[config.mk]
export PLATFORM = sky130hd
export DESIGN_NAME = temp_div_stage_flat
export DESIGN_NICKNAME = d
export VERILOG_FILES = /design/src/rtl/temp_pkg.sv /design/src/rtl/temp_div_stage_if.sv /design/src/rtl/temp_div_step.sv /design/src/rtl/temp_div_stage.sv /design/src/flat_wrapper.sv
export SDC_FILE = /design/constraint.sdc
export NUM_CORES = 1
export LEC_CHECK = 0
export CORE_MARGIN = 2
export CORE_UTILIZATION = 53
export DETAILED_ROUTE_END_ITERATION = 10
export PLACE_DENSITY = 0.89
export SLEW_MARGIN = 20
export SYNTH_ARGS = -nofsm -noshare
export SYNTH_HDL_FRONTEND = slang
export SYNTH_SLANG_ARGS = --single-unit
[constraint.sdc]
create_clock -name clk -period 2.2 [get_ports clk]
set_input_delay 0.44 -clock clk [delete_from_list [all_inputs] [get_ports clk]]
set_output_delay 0.44 -clock clk [all_outputs]
set_load 0.005 [all_outputs]
[src/rtl/temp_pkg.sv]
// Shared types and defaults for the temperature divide stage.
// The divider FSM states live here so the top and any monitors agree on them.
package temp_pkg;

  localparam int unsigned DIVISOR_DEF = 9;
  localparam int unsigned DATA_W_DEF  = 8;

  typedef enum logic [1:0] {
    ST_IDLE,
    ST_BUSY,
    ST_DONE
  } state_e;

  function automatic bit divisor_ok(input int unsigned d);
    return (d >= 1) && (d <= 255);
  endfunction

endpackage

[src/rtl/temp_div_stage_if.sv]
// Valid/ready handshake bundle for the divide stage: dividend in, quotient/remainder out.
interface temp_div_stage_if #(
  parameter int unsigned DATA_W = temp_pkg::DATA_W_DEF
);

  logic              in_valid;
  logic              in_ready;
  logic [DATA_W-1:0] in_data;
  logic              out_valid;
  logic              out_ready;
  logic [DATA_W-1:0] out_quot;
  logic [DATA_W-1:0] out_rem;

  modport slave (
    input  in_valid, in_data, out_ready,
    output in_ready, out_valid, out_quot, out_rem
  );

  modport master (
    output in_valid, in_data, out_ready,
    input  in_ready, out_valid, out_quot, out_rem
  );

endinterface

[src/rtl/temp_div_step.sv]
// One combinational restoring-division step: shift in a dividend bit, trial-subtract
// the constant divisor, keep the difference when it does not go negative.
module temp_div_step
  import temp_pkg::*;
#(
  parameter int unsigned DIVISOR = DIVISOR_DEF,
  parameter int unsigned DATA_W  = DATA_W_DEF
) (
  input  logic [DATA_W:0] rem_i,
  input  logic            bit_i,
  output logic [DATA_W:0] rem_o,
  output logic            qbit_o
);

  // The shifted value carries one guard bit so the compare is exact for every divisor.
  localparam bit              DIV_FITS = ((DIVISOR >> (DATA_W + 2)) == 0);
  localparam logic [DATA_W+1:0] DIV_V  = (DATA_W + 2)'(DIVISOR);

  logic [DATA_W+1:0] shifted;

  always_comb begin
    shifted = {rem_i, bit_i};
    qbit_o  = DIV_FITS && (shifted >= DIV_V);
    rem_o   = qbit_o ? (DATA_W + 1)'(shifted - DIV_V) : shifted[DATA_W:0];
  end

endmodule

[src/rtl/temp_div_stage.sv]
// Constant-divisor restoring divider stage: accepts one dividend, spends DATA_W cycles
// producing quotient bits MSB first, then holds the result until downstream takes it.
module temp_div_stage
  import temp_pkg::*;
#(
  parameter int unsigned DIVISOR = DIVISOR_DEF,
  parameter int unsigned DATA_W  = DATA_W_DEF
) (
  input  logic             clk,
  input  logic             rst,
  temp_div_stage_if.slave  bus
);

  if (!divisor_ok(DIVISOR)) begin : g_bad_divisor
    $error("temp_div_stage: DIVISOR %0d outside 1..255", DIVISOR);
  end

  localparam int unsigned CNT_W = (DATA_W > 1) ? $clog2(DATA_W) : 1;
  localparam logic [CNT_W-1:0] LAST_STEP = CNT_W'(DATA_W - 1);

  state_e            state_q, state_d;
  logic [CNT_W-1:0]  cnt_q, cnt_d;
  logic [DATA_W:0]   rem_q, rem_d;
  logic [DATA_W-1:0] dvd_q, dvd_d;
  logic [DATA_W-1:0] quot_q, quot_d;
  logic [DATA_W-1:0] out_quot_q, out_quot_d;
  logic [DATA_W-1:0] out_rem_q, out_rem_d;
  logic              out_valid_q, out_valid_d;

  logic [DATA_W:0]   step_rem;
  logic              step_qbit;
  logic [DATA_W:0]   quot_shift;

  temp_div_step #(
    .DIVISOR (DIVISOR),
    .DATA_W  (DATA_W)
  ) u_step (
    .rem_i  (rem_q),
    .bit_i  (dvd_q[DATA_W-1]),
    .rem_o  (step_rem),
    .qbit_o (step_qbit)
  );

  assign quot_shift = {quot_q, step_qbit};

  always_comb begin
    state_d     = state_q;
    cnt_d       = cnt_q;
    rem_d       = rem_q;
    dvd_d       = dvd_q;
    quot_d      = quot_q;
    out_quot_d  = out_quot_q;
    out_rem_d   = out_rem_q;
    out_valid_d = out_valid_q;

    unique case (state_q)
      ST_IDLE: begin
        if (bus.in_valid) begin
          dvd_d   = bus.in_data;
          rem_d   = '0;
          quot_d  = '0;
          cnt_d   = '0;
          state_d = ST_BUSY;
        end
      end
      ST_BUSY: begin
        rem_d  = step_rem;
        dvd_d  = dvd_q << 1;
        quot_d = quot_shift[DATA_W-1:0];
        cnt_d  = cnt_q + CNT_W'(1);
        if (cnt_q == LAST_STEP) begin
          cnt_d       = '0;
          out_quot_d  = quot_shift[DATA_W-1:0];
          out_rem_d   = step_rem[DATA_W-1:0];
          out_valid_d = 1'b1;
          state_d     = ST_DONE;
        end
      end
      ST_DONE: begin
        if (bus.out_ready) begin
          out_valid_d = 1'b0;
          state_d     = ST_IDLE;
        end
      end
      default: state_d = ST_IDLE;
    endcase
  end

  always_ff @(posedge clk) begin
    if (rst) begin
      state_q     <= ST_IDLE;
      cnt_q       <= '0;
      rem_q       <= '0;
      dvd_q       <= '0;
      quot_q      <= '0;
      out_quot_q  <= '0;
      out_rem_q   <= '0;
      out_valid_q <= 1'b0;
    end else begin
      state_q     <= state_d;
      cnt_q       <= cnt_d;
      rem_q       <= rem_d;
      dvd_q       <= dvd_d;
      quot_q      <= quot_d;
      out_quot_q  <= out_quot_d;
      out_rem_q   <= out_rem_d;
      out_valid_q <= out_valid_d;
    end
  end

  // rst gates in_ready directly so it stays low while reset is held in IDLE.
  assign bus.in_ready  = (state_q == ST_IDLE) && !rst;
  assign bus.out_valid = out_valid_q;
  assign bus.out_quot  = out_quot_q;
  assign bus.out_rem   = out_rem_q;

endmodule

[src/flat_wrapper.sv]
// flat-port wrapper written by rule: the top's interface ports become plain ports
module temp_div_stage_flat import temp_pkg::*;
#(
  parameter int unsigned DIVISOR = DIVISOR_DEF,
  parameter int unsigned DATA_W  = DATA_W_DEF
)
  (clk, rst, bus_in_valid, bus_in_data, bus_out_ready, bus_in_ready, bus_out_valid, bus_out_quot, bus_out_rem);
  temp_div_stage_if #(.DATA_W(DATA_W)) bus_i ();
  input  logic clk;
  input  logic rst;
  input wire logic [$bits(bus_i.in_valid)-1:0] bus_in_valid;
  input wire logic [$bits(bus_i.in_data)-1:0] bus_in_data;
  input wire logic [$bits(bus_i.out_ready)-1:0] bus_out_ready;
  output wire logic [$bits(bus_i.in_ready)-1:0] bus_in_ready;
  output wire logic [$bits(bus_i.out_valid)-1:0] bus_out_valid;
  output wire logic [$bits(bus_i.out_quot)-1:0] bus_out_quot;
  output wire logic [$bits(bus_i.out_rem)-1:0] bus_out_rem;
  assign bus_i.in_valid = bus_in_valid;
  assign bus_i.in_data = bus_in_data;
  assign bus_i.out_ready = bus_out_ready;
  assign bus_in_ready = bus_i.in_ready;
  assign bus_out_valid = bus_i.out_valid;
  assign bus_out_quot = bus_i.out_quot;
  assign bus_out_rem = bus_i.out_rem;
  temp_div_stage #(.DIVISOR(DIVISOR), .DATA_W(DATA_W)) u_core (.clk(clk), .rst(rst), .bus(bus_i));
endmodule
# After elaboration in Yosys (flattened, before gate mapping)
# Index checks and enable logic that the tools add are counted.
dict set report word_totals {
  word_cells 43
  regBits 46
}
dict set report classes {
  addsub 2
  mux 17
  reduce_logical 9
  order_cmp 1
  n_eq_ne 6
}
# op n
set ops {}
lappend ops {{9-bit two-way mux} 2}
lappend ops {{9-bit one-hot mux with 2 select lines} 1}
lappend ops {{8-bit one-hot mux with 2 select lines} 1}
lappend ops {{7-bit one-hot mux with 2 select lines} 1}
lappend ops {{10-bit by 4-bit greater-or-equal comparator with 1-bit output, second input constant} 1}
lappend ops {{9-bit by 4-bit subtractor with 9-bit output, second input constant} 1}
lappend ops {{8-bit two-way mux} 1}
lappend ops {{7-bit two-way mux} 1}
lappend ops {{2-bit two-way mux} 3}
lappend ops {{3-bit two-way mux} 2}
lappend ops {{2-bit one-hot mux with 3 select lines} 1}
lappend ops {{3-bit one-hot mux with 2 select lines} 1}
lappend ops {{3-bit AND reduction} 2}
lappend ops {{2-bit != test, second input constant} 2}
lappend ops {{2-bit AND reduction} 2}
lappend ops {{2-bit nonzero test} 2}
lappend ops {{3-bit by 1-bit adder with 3-bit output, second input constant} 1}
lappend ops {{3-bit == test, second input constant} 1}
lappend ops {{2-bit by 1-bit == test with 1-bit output, second input constant} 1}
lappend ops {{2-bit == test, second input constant} 1}
lappend ops {{2-bit zero test} 1}
lappend ops {{1-bit two-way mux} 2}
lappend ops {{2-bit by 1-bit != test with 1-bit output, second input constant} 1}
lappend ops {{1-bit one-hot mux with 2 select lines} 1}
lappend ops {{2 further kinds} 2}

# Depth between registers and ports, before layout
dict set report depth {
  ltp_word 3
  depth_mapped 7
  ltp_nobuf 7
}

# By module
# From an unflattened synthesis, not the netlist that was laid out.
dict set report unflattened {
  cells_unflattened 225
  hier_area_um2 2112.0
}
# mod seq_area_each_um2 area_per_inst_um2 instances cells_per_inst
set modules_own_cells {}
lappend modules_own_cells {temp_div_stage 920.9 1853.0 1 193}
lappend modules_own_cells {temp_div_step 0.0 259.0 1 32}

# Worst setup path after synthesis
# OpenSTA, ideal clock, no wires.
dict set report synth_timing {
  kind {register -> register}
  start {register u_core.dvd_q[7]}
  end {register u_core.out_rem_q[1] (netlist: u_core.bus.out_rem[1])}
  stages_incl_launch_ff 8
  period_less_slack_ns 1.565
  setup_time_ns 0.067
  path_slack_ns 0.635
  arrival_ns 1.497
  required_time_ns 2.133
  path_buffers 0
  path_cell_list {dfxtp_1 inv_1 ha_1 nor2b_1 o211a_4 nand2_2 a211o_1 a21oi_2}
}
dict set report synth_via {
  elab_chain_len 2
}
# element line
set synth_lines {}
lappend synth_lines {{start: declaration} temp_div_stage.sv:24} ;# logic [DATA_W-1:0] dvd_q, dvd_d;
lappend synth_lines {{start signal: assignment} temp_div_stage.sv:103} ;# dvd_q <= dvd_d;
lappend synth_lines {{9-bit by 4-bit subtractor with 9-bit output or 10-bit by 4-bit greater-or-equal comparator with 1-bit output (tied branches)} {temp_div_step.sv:24, temp_div_step.sv:23}}
lappend synth_lines {{9-bit two-way mux *} temp_div_step.sv:24} ;# rem_o = qbit_o ? (DATA_W + 1)'(shifted - DIV_V) : shifted[DATA_W:0];
lappend synth_lines {{end signal: assignment} temp_div_stage.sv:106} ;# out_rem_q <= out_rem_d;
lappend synth_lines {{end: declaration} temp_div_stage.sv:27} ;# logic [DATA_W-1:0] out_rem_q, out_rem_d;
# Every way passes the cells marked *; elsewhere a longest branch is shown, timed or not.
# A chain may end at the register's enable or synchronous reset.

# Worst setup path in the final report
dict set report layout_timing {
  start {input port rst}
  end {output port bus_in_ready}
}
dict set report layout_via {
  elab_chain_len 2
}
# element line
set layout_lines {}
lappend layout_lines {{start: declaration} flat_wrapper.sv:10} ;# input logic rst;
lappend layout_lines {{1-bit zero test} temp_div_stage.sv:112} ;# assign bus.in_ready = (state_q == ST_IDLE) && !rst;
lappend layout_lines {{1-bit logical AND} temp_div_stage.sv:112}
lappend layout_lines {{end: declaration} flat_wrapper.sv:14} ;# output wire logic [$bits(bus_i.in_ready)-1:0] bus_in_ready;
# No other way between the ends.

==> results_dict.tcl <==
set metrics [dict create \
    syn_inst 245 \
    drt-initial-drc-count 56 \
    num_rows 22 \
    synth.cell_area_um2 2040 \
    outcome "completed" \
    htreeDepth 2 \
    cts.sinks 46 \
    slew_violations 0 \
    fmax_mhz 506 \
    port_buffers 29 \
    synth-seq-area-share_pct 45.1 \
    cts_tree "built" \
    cp_max_fo 2 \
    synth-edff-count 0 \
    ios 30 \
    required_ns 1.76 \
    peakVddDrop_v 0.000425 \
    routedWlPerCell_um 12.9 \
    hold_start "u_core.bus.out_quot[5]$_SDFFE_PP0P_" \
    dieHeight_um 66.1 \
    grt_max_degree 42 \
    finalCritPeriodShare_pct 89.8 \
    dp.cells 315 \
    avgSynthCellArea_um2 8.33 \
    die_area_um2 4360 \
    fp.dieW_um 66.1 \
    drive_gt1_share_pct 10.9 \
    start_util_pct 55.3 \
    place_congestion 0.874 \
    leakage_nw 0.891 \
    drtAntennaViolNets 0 \
    globalRouteTotalUtil_pct 21.8 \
    fin_crit_ns 1.98 \
    layout_common_cells "dfxtp_1, nor2_1, clkdlybuf4s50_1" \
    dp_hpwl_um 2960 \
    start_kind "input port" \
    rsz0062_at_grt "false" \
    drv_cap 0 \
    crit_type "input port to output port" \
    post-cts-setup-buffer-count 0 \
    crit_arrival_ns 1.54 \
    root_buffer "clkbuf_8" \
    clkTransAtPathRegs_ns 0.08 \
    cp-end-kind "output port" \
    grt_pass1_wl_um 7360 \
    drc_errors 0 \
    syn_nets 261 \
    crit_start "rst" \
    grt_overflow 0 \
    final_common_cell "dfxtp_1" \
    fin_skew_ns 0.00636 \
    antenna_found_initial 0 \
    nNetsFinal 290 \
    r2r-start "u_core.dvd_q[7]$_SDFFE_PP0P_" \
    total_power_mw 1.53 \
    hold_path_class "flip-flop to flip-flop" \
    worst_slew_pin_slew_ns 0.543 \
    synth_seq_cells 46 \
    clockBufferDepth 2 \
    synthFlopType "dfxtp_1" \
    setup_viol 0 \
    wirelength_um 4170 \
    cts_resized 0 \
    viasPerCell 5.44 \
    async_flop_share_pct 0 \
    hold_buffers 0 \
    final_cells 323 \
    cts_buffers 5 \
    first_pass_iters 4 \
    powerDensity_nw_per_um2 621 \
    grt_pass1_vias 1691 \
    core-area_um2 3690 \
    timing.setup.tns_ns 0 \
    slew_headroom_pct 63.7 \
    finalHoldViolations 0 \
    n_antenna_cell 0 \
    synth_cell_types 42 \
    yosysWarnings 0 \
    syn2layout_area_growth_pct 20.5 \
    clock_latency_ns 0.31 \
    vias 1758 \
]
-- Yosys cell counts (2+ instances only) --
cell	instances	area (um2)
nand3b_1	3	22.5
xor2_1	2	17.5
inv_1	5	18.8
buf_2	2	10.0
dfxtp_1	46	921
o21ai_2	3	26.3
a22o_1	2	17.5
a21oi_2	2	17.5
nor2b_1	9	56.3
a22oi_1	8	60.1
nor3_1	11	55.1
o21ai_0	6	30.0
o21ai_1	4	20.0
nand2_1	26	97.6
nand2b_1	4	25.0
ha_1	4	50.1
mux2i_1	2	20.0
clkbuf_1	9	33.8
a21oi_1	23	115
nor3b_1	2	15.0
a211oi_1	6	45.0
nor2_1	45	169
xnor2_1	2	17.5
-- power breakdown --
group          internal [mW]  total [mW]  switching (mW)
combinational         0.0632       0.141          0.0779
sequential             0.849       0.862          0.0129
clock                  0.223       0.525           0.301
-- critical path, stage by stage --
cell	delay, ns
clkdlybuf4s50_1	0.43
nor3_1	0.14
clkdlybuf4s50_1	0.52
-- through the flow --
| step | cell area (um2) | setup slack [ns] | hold WS [ns] | utilization (%) |
|---|---|---|---|---|
| after floorplan | 2040 | 0.635 | 0.427 | - |
| after global placement | 2370 | 0.224 | 0.440 | 64.2 |
| after detailed placement | 2370 | 0.204 | 0.449 | 64.2 |
| after CTS | 2460 | 0.199 | 0.461 | 66.7 |
| after global routing | 2460 | 0.155 | 0.483 | 66.7 |
| final | 2460 | 0.224 | 0.459 | 66.7 |
-- kinds of logic after synthesis --
group | Yosys count | synth area share [%]
and+or+nand+nor | 107 | 24.8
AOI/OAI and AO/OA | 62 | 20.1
DFF | 46 | 45.1
buffers and inverters | 20 | 4.78
xor gates and xnor gates | 4 | 1.72
adders and majority gates | 4 | 2.45
muxes | 2 | 0.981
-- layer usage --
metal / share of wire [%] / track usage, %
met2: 50 / 38.8
met4: 1.4 / 7.65
met1: 46 / 25.8
met3: 2.5 / 4.60
met5: 0 / 0
-- worst paths after layout --
check	endpoint	slack, ns	depth (start not counted)
max	bus_in_ready	0.22	3
min	u_core.bus.out_quot[5]$_SDFFE_PP0P_	0.46	2
max reg2reg	u_core.bus.out_rem[0]$_SDFFE_PP0P_	0.44	7
min reg2reg	u_core.bus.out_quot[5]$_SDFFE_PP0P_	0.46	2
-- area by class of cell --
type                            instances  area, um2
Clock buffer                            5       68.8
Timing Repair Buffer                   36        343
Inverter                                6       22.5
Clock inverter                          3       21.3
Tap cell                               48       60.1
Multi-Input combinational cell        179       1020
Sequential cell                        46        921
Fill cell                             318       1230
-- registers in the layout, summed over array words and instances (netlist names) --
register              cells
u_core.bus.out_rem        8
u_core.dvd_q              8
u_core.bus.out_quot       8
u_core.quot_q             7
u_core.bus.out_valid      1
u_core.state_q            2
u_core.cnt_q              3
u_core.rem_q              9
Note: power is estimated with default switching activity, not from simulation.
